File: src/rtl/credit_sender_dataless_pkg.sv
// Shared width helpers for the credit sender and its counter.
package credit_sender_dataless_pkg;

  // Bits needed to hold any value 0..n inclusive.
  function automatic int cw_of(input int n);
    return (n < 1) ? 1 : $clog2(n + 1);
  endfunction

  // Bits needed to index n distinct items.
  function automatic int idx_w(input int n);
    return (n <= 1) ? 1 : $clog2(n);
  endfunction

endpackage

File: src/rtl/credit_sender_dataless_credit_counter.sv
// Saturating credit counter: resets full, counts down on dec, up on inc, flags a return beyond MAX.
module credit_counter
  import credit_sender_dataless_pkg::*;
#(
  parameter int MAX = 4,
  localparam int W = cw_of(MAX)
) (
  input  logic         clk,
  input  logic         rst,
  input  logic         inc,
  input  logic         dec,
  output logic [W-1:0] count,
  output logic         at_zero,
  output logic         ovf
);

  localparam logic [W-1:0] FULL = W'(MAX);
  localparam logic [W-1:0] ONE  = W'(1);

  always_ff @(posedge clk or posedge rst) begin
    if (rst) begin
      count <= FULL;
      ovf   <= 1'b0;
    end else begin
      case ({inc, dec})
        2'b10: begin
          // A return with no slot outstanding means downstream lost track.
          if (count == FULL) ovf <= 1'b1;
          else               count <= count + ONE;
        end
        2'b01: begin
          if (count != '0) count <= count - ONE;
        end
        default: ;
      endcase
    end
  end

  assign at_zero = (count == '0);

endmodule

File: src/rtl/credit_sender_dataless.sv
// Dataless credit-based sender: accepts a token whenever a credit is held, pulses outs_valid one cycle later.
module credit_sender_dataless
  import credit_sender_dataless_pkg::*;
#(
  parameter int CREDITS = 4,
  localparam int CW = cw_of(CREDITS)
) (
  input  logic          clk,
  input  logic          rst,
  input  logic          ins_valid,
  output logic          ins_ready,
  output logic          outs_valid,
  input  logic          credit_in,
  output logic [CW-1:0] credits,
  output logic          overflow_err
);

  logic at_zero;
  logic send;

  credit_counter #(.MAX(CREDITS)) u_counter (
    .clk     (clk),
    .rst     (rst),
    .inc     (credit_in),
    .dec     (send),
    .count   (credits),
    .at_zero (at_zero),
    .ovf     (overflow_err)
  );

  // Ready depends only on the registered count, never on this cycle's credit_in.
  assign ins_ready = ~at_zero;
  assign send      = ins_valid & ins_ready;

  always_ff @(posedge clk or posedge rst) begin
    if (rst) outs_valid <= 1'b0;
    else     outs_valid <= send;
  end

endmodule

File: config.mk
export PLATFORM = sky130hd
export DESIGN_NAME = credit_sender_dataless
export DESIGN_NICKNAME = d
export VERILOG_FILES = /design/src/rtl/credit_sender_dataless_pkg.sv /design/src/rtl/credit_sender_dataless_credit_counter.sv /design/src/rtl/credit_sender_dataless.sv
export SDC_FILE = /design/constraint.sdc
export NUM_CORES = 1
export LEC_CHECK = 0
export ABC_AREA = 0
export CAP_MARGIN = 20
export CORE_AREA = 2 2 39 41
export DETAILED_ROUTE_END_ITERATION = 10
export DIE_AREA = 0 0 41 43
export DONT_BUFFER_PORTS = 1
export HOLD_SLACK_MARGIN = 0.06
export SYNTH_ARGS = -nofsm -noshare
export SYNTH_HDL_FRONTEND = slang
export SYNTH_SLANG_ARGS = --single-unit
File: constraint.sdc
create_clock -name clk -period 2.8 [get_ports clk]
set_input_delay 0.56 -clock clk [delete_from_list [all_inputs] [get_ports clk]]
set_output_delay 0.56 -clock clk [all_outputs]
set_load 0.005 [all_outputs]
Yosys cells after proc, flatten, opt, wreduce, memory -nomap -nowiden:

Index checks and enable logic that the tools add are counted.

* flip-flop bits (word level): 5
* input bits: 4
* logic and storage cells: 20

* add/subtract/negate cells: 2
* eq/ne operators: 5
* mux-type cells: 3
* bitwise operators: 2
* reduce and logical (&&, ||, !) cells: 5

Operators by type and width (count)
* $mux W3: 2
* $pmux W3 S2: 1
* $add A3 B1 Y3 const B: 1
* $eq A3 B3 Y1 const B: 1
* $logic_not A3 Y1: 1
* $reduce_and A3 Y1: 1
* $reduce_bool A3 Y1: 1
* $sub A3 B1 Y3 const B: 1
* $eq A2 B1 Y1 const B: 1
* $eq A2 B2 Y1 const B: 1
* $ne A2 B1 Y1 const B: 1
* $ne A2 B2 Y1 const B: 1
* $reduce_and A2 Y1: 1
* $reduce_bool A2 Y1: 1
* $and A1 B1 Y1: 1
* $not A1 Y1: 1

Longest topological paths before layout:

* depth after elaboration: 6
* gate-level depth with buffers: 9
* depth with buffers taken out: 9

Modules after synthesis:

Synthesis repeated with hierarchy kept, for this count alone.

* cell total of the unflattened synthesis: 31
* area, all modules: 309.0 µm²

By module, submodules not included
* credit_counter: times used 1, cells each 27, area each 270.3 µm², seq. area each 101.3 µm²
* credit_sender_dataless: times used 1, cells each 4, area each 38.8 µm², seq. area each 25.0 µm²

Least setup slack after synthesis:

Ideal clock, no wire load.

* path type: register -> register
* from: reg u_counter.count[2]
* to: reg u_counter.count[2]
* setup time: 83 ps
* data arrival time: 1962 ps
* setup slack: 755 ps
* cell stages (with the launch flop): 10
* period minus slack after synthesis: 2045 ps
* cells stage by stage: dfstp_2 > inv_1 > nand2_1 > and2_1 > ha_1 > xor2_1 > ha_1 > a21oi_2 > and4bb_1 > o32a_1

* word-level cells in the longest chain between the ends: 6
* elaborated cells between the ends (all ways): 16

RTL lines
* start, declared: line credit_sender_dataless_credit_counter.sv:12 `output logic [W-1:0] count,`
* start signal, assigned: line credit_sender_dataless_credit_counter.sv:29 `else count <= count + ONE;`
* start signal, assigned: line credit_sender_dataless_credit_counter.sv:32 `if (count != '0) count <= count - ONE;`
* $logic_not A3 Y1 *: line credit_sender_dataless_credit_counter.sv:39 `assign at_zero = (count == '0);`
* $not A1 Y1 *: line credit_sender_dataless.sv:32 `assign ins_ready = ~at_zero;`
* net ins_ready: line credit_sender_dataless.sv:11 `output logic ins_ready,`
* $and A1 B1 Y1 *: line credit_sender_dataless.sv:33 `assign send = ins_valid & ins_ready;`
* net send: line credit_sender_dataless.sv:19 `logic send;`
* $eq A2 B1 Y1 / $eq A2 B2 Y1 (equally long branches): line credit_sender_dataless_credit_counter.sv:25 `case ({inc, dec})`
* $ne A2 B1 Y1 (no line) (tied with other cells)
* $reduce_and A3 Y1 (no line)

The timed path passes the listed nets; every way through them passes the cells marked *. The select of a mux whose other input is x is not followed.
A chain may end at the register's enable or synchronous reset.

Worst setup path after layout:

* from: reg u_counter.count[0]
* to: reg u_counter.count[2]

Same word-level chain as after synthesis.

==> impl_metrics.env <==
export IMPL_dp_hpwl_um=436
export IMPL_rsz0062_at_grt="false"
export IMPL_hp_class="primary input to asynchronous set/reset pin"
export IMPL_outcome="complete, no violations"
export IMPL_endpoint_kind="register"
export IMPL_wirelength_met1_um=241
export IMPL_htreeDepth=1
export IMPL_tightest_slew_ps=266
export IMPL_insertion_delay_ps=230
export IMPL_start_util_pct=23.6
export IMPL_finalInstanceArea_um2=373
export IMPL_finalWirelength_um=526
export IMPL_place_congestion=0.651
export IMPL_routed_wl_met2_um=226
export IMPL_cts_root_buf="clkbuf_4"
export IMPL_tritoncts="yes"
export IMPL_leakagePower_nw=0.182
export IMPL_vias=222
export IMPL_routed_wl_met3_um=58
export IMPL_drt_initial_drc_count=0
export IMPL_fin_cells=53
export IMPL_cts_sinks=5
export IMPL_setup_tns_ps=0
export IMPL_clockBufferDepth=2
export IMPL_p_per_area_mw_per_mm2=1060
export IMPL_grt_pass1_wl_um=897
export IMPL_finClkSkew_ps=2.02
export IMPL_max_slew_margin_pct=82.3
export IMPL_overflow=0
export IMPL_core_mm2=0.00138
export IMPL_fin_nets=46
export IMPL_via_per_inst=4.19
export IMPL_arrival_ps=2380
export IMPL_antenna_found_initial=0
export IMPL_setup_viol=0
export IMPL_placed_cell_area_um2=347
export IMPL_drc_errors=0
export IMPL_first_pass_iters=1
export IMPL_grt_max_degree=8
export IMPL_drv_slew=0
export IMPL_post_cts_setup_buffer_count=0
export IMPL_yosysWarnings=0
export IMPL_grt_pass1_vias=222
export IMPL_die_w_um=41
export IMPL_period_share_pct=79.4
export IMPL_synth_avg_cell_area_um2=9.90
export IMPL_place_port_buffers=0
export IMPL_fin_crit_ps=2220
export IMPL_syn_inst=33
export IMPL_crit_fanout=6
export IMPL_dp_cells=49
export IMPL_worstPathRequired_ps=2950
export IMPL_clk_pin_slew_ps=40
export IMPL_grt_use_total_pct=7.79
export IMPL_synth_distinct_cells=19
export IMPL_dieHeight_um=43
export IMPL_antenna_cells=0
export IMPL_drive_above_1_share_pct=21.6
export IMPL_max_cap_violations=0
export IMPL_cts_buffers=3
export IMPL_drtAntennaViolNets=0
export IMPL_area_delta_synth_final_pct=14.2
export IMPL_cts_resized=0
export IMPL_io_pins=10
export IMPL_top_layer_used="met3"
export IMPL_hold_violations=0
export IMPL_critPathKind="register to register"
export IMPL_ys_ff_latch=5
export IMPL_clock_fmax_mhz=450
export IMPL_dieArea_mm2=0.00176
export IMPL_syn_area_um2=327
export IMPL_fillers=148
export IMPL_fp_row_count=14
export IMPL_wire_per_inst_um=9.92
export IMPL_ir_worst_vdd_mv=0.391
export IMPL_cp_start_kind="register"
export IMPL_hold_buffers=0
export IMPL_ys_seq_area_share_pct=38.7
export IMPL_syn_nets=41
[worst max-delay path: stages (launching register included)]
cell      delay, ps
dfrtp_1         450
nor2_2          200
nand2_1         120
and2_1          210
ha_1            250
xor2_1          160
ha_1            180
a21oi_2          50
and4bb_1        200
o32a_1          330
[registers in the layout, summed over array words and instances, names as in the netlist]
register	count
u_counter.count	3
u_counter.ovf	1
outs_valid	1
[cell usage in the layout (no fill, tap or decap)]
master / count
clkbuf_4: 3
ha_1: 4
o21ai_0: 1
a21oi_2: 1
nor3_1: 1
o21bai_1: 1
a21oi_1: 1
nand2_1: 4
clkbuf_1: 1
dfstp_2: 1
o32a_1: 1
xor2_1: 2
nor2_2: 1
a211o_2: 1
nor2_1: 2
a31o_2: 1
inv_1: 4
mux2i_1: 1
and4bb_1: 1
dfrtp_1: 4
and2_1: 1
[path summary, 6_finish.rpt]
check / start / to / slack (ps) / depth (start not counted)
max: u_counter.count[0] / u_counter.count[2] / 580 / 9
min reg2reg: u_counter.ovf / u_counter.ovf / 500 / 1
min: rst / u_counter.count[0] / 100 / 1
max reg2reg: u_counter.count[0] / u_counter.count[2] / 580 / 9
max in group asynchronous: rst / u_counter.count[2] / 2460 / 1
min in group clk: u_counter.ovf / u_counter.ovf / 500 / 1
[cell type report]
cell class	instances	area (µm²)	area share, %
clock buffer	4	26.3	7.05
inverter	4	15.0	4.03
multi-input combinational	24	185	49.7
sequential	5	126	33.9
tap	16	20.0	5.37
[power breakdown]
| part | switching [W] | total, W | internal (W) |
|---|---|---|---|
| registers | 0.0000512 | 0.000162 | 0.000111 |
| logic | 0.0000778 | 0.000154 | 0.0000761 |
| clock network | 0.0000254 | 0.0000790 | 0.0000536 |
[synth_stat cells]
library cell  n  area, µm²
a211o_2       1       10.0
a21oi_1       1       5.00
a21oi_2       1       8.76
a31o_2        1       8.76
and2_1        1       6.26
and4bb_1      1       12.5
dfrtp_1       4        100
dfstp_2       1       26.3
ha_1          4       50.1
inv_1         4       15.0
mux2i_1       1       10.0
nand2_1       4       15.0
nor2_1        2       7.51
nor2_2        1       6.26
nor3_1        1       5.00
o21ai_0       1       5.00
o21bai_1      1       7.51
o32a_1        1       10.0
xor2_1        2       17.5
[routing by layer]
layer  vias to the layer above  track usage (%)
li1                        121                -
met1                        94             9.54
met2                         7             9.38
met3                         0             4.71
met4                         0             6.00
met5                         -                0
[logic make-up after synthesis]
| logic type | after synthesis | synth area share [%] |
|---|---|---|
| xor+xnor | 2 | 5.36 |
| mux | 1 | 3.07 |
| simple gates | 10 | 16.1 |
| flops | 5 | 38.7 |
| compound gates | 7 | 16.9 |
| buf+inv | 4 | 4.60 |
| fa+ha+maj | 4 | 15.3 |
[through the flow]
step / hold WS, ps / total power [W] / util (%) / setup WS [ps]
floorplan: 338 / 0.000285 / - / 755
global placement: 355 / 0.000319 / 25.0 / 576
detailed placement: 357 / 0.000320 / 25.0 / 556
CTS: 99.1 / 0.000404 / 26.9 / 539
global route: 112 / 0.000436 / 26.9 / 394
finish: 103 / 0.000395 / 26.9 / 577
(Power assumes the default switching activity.)
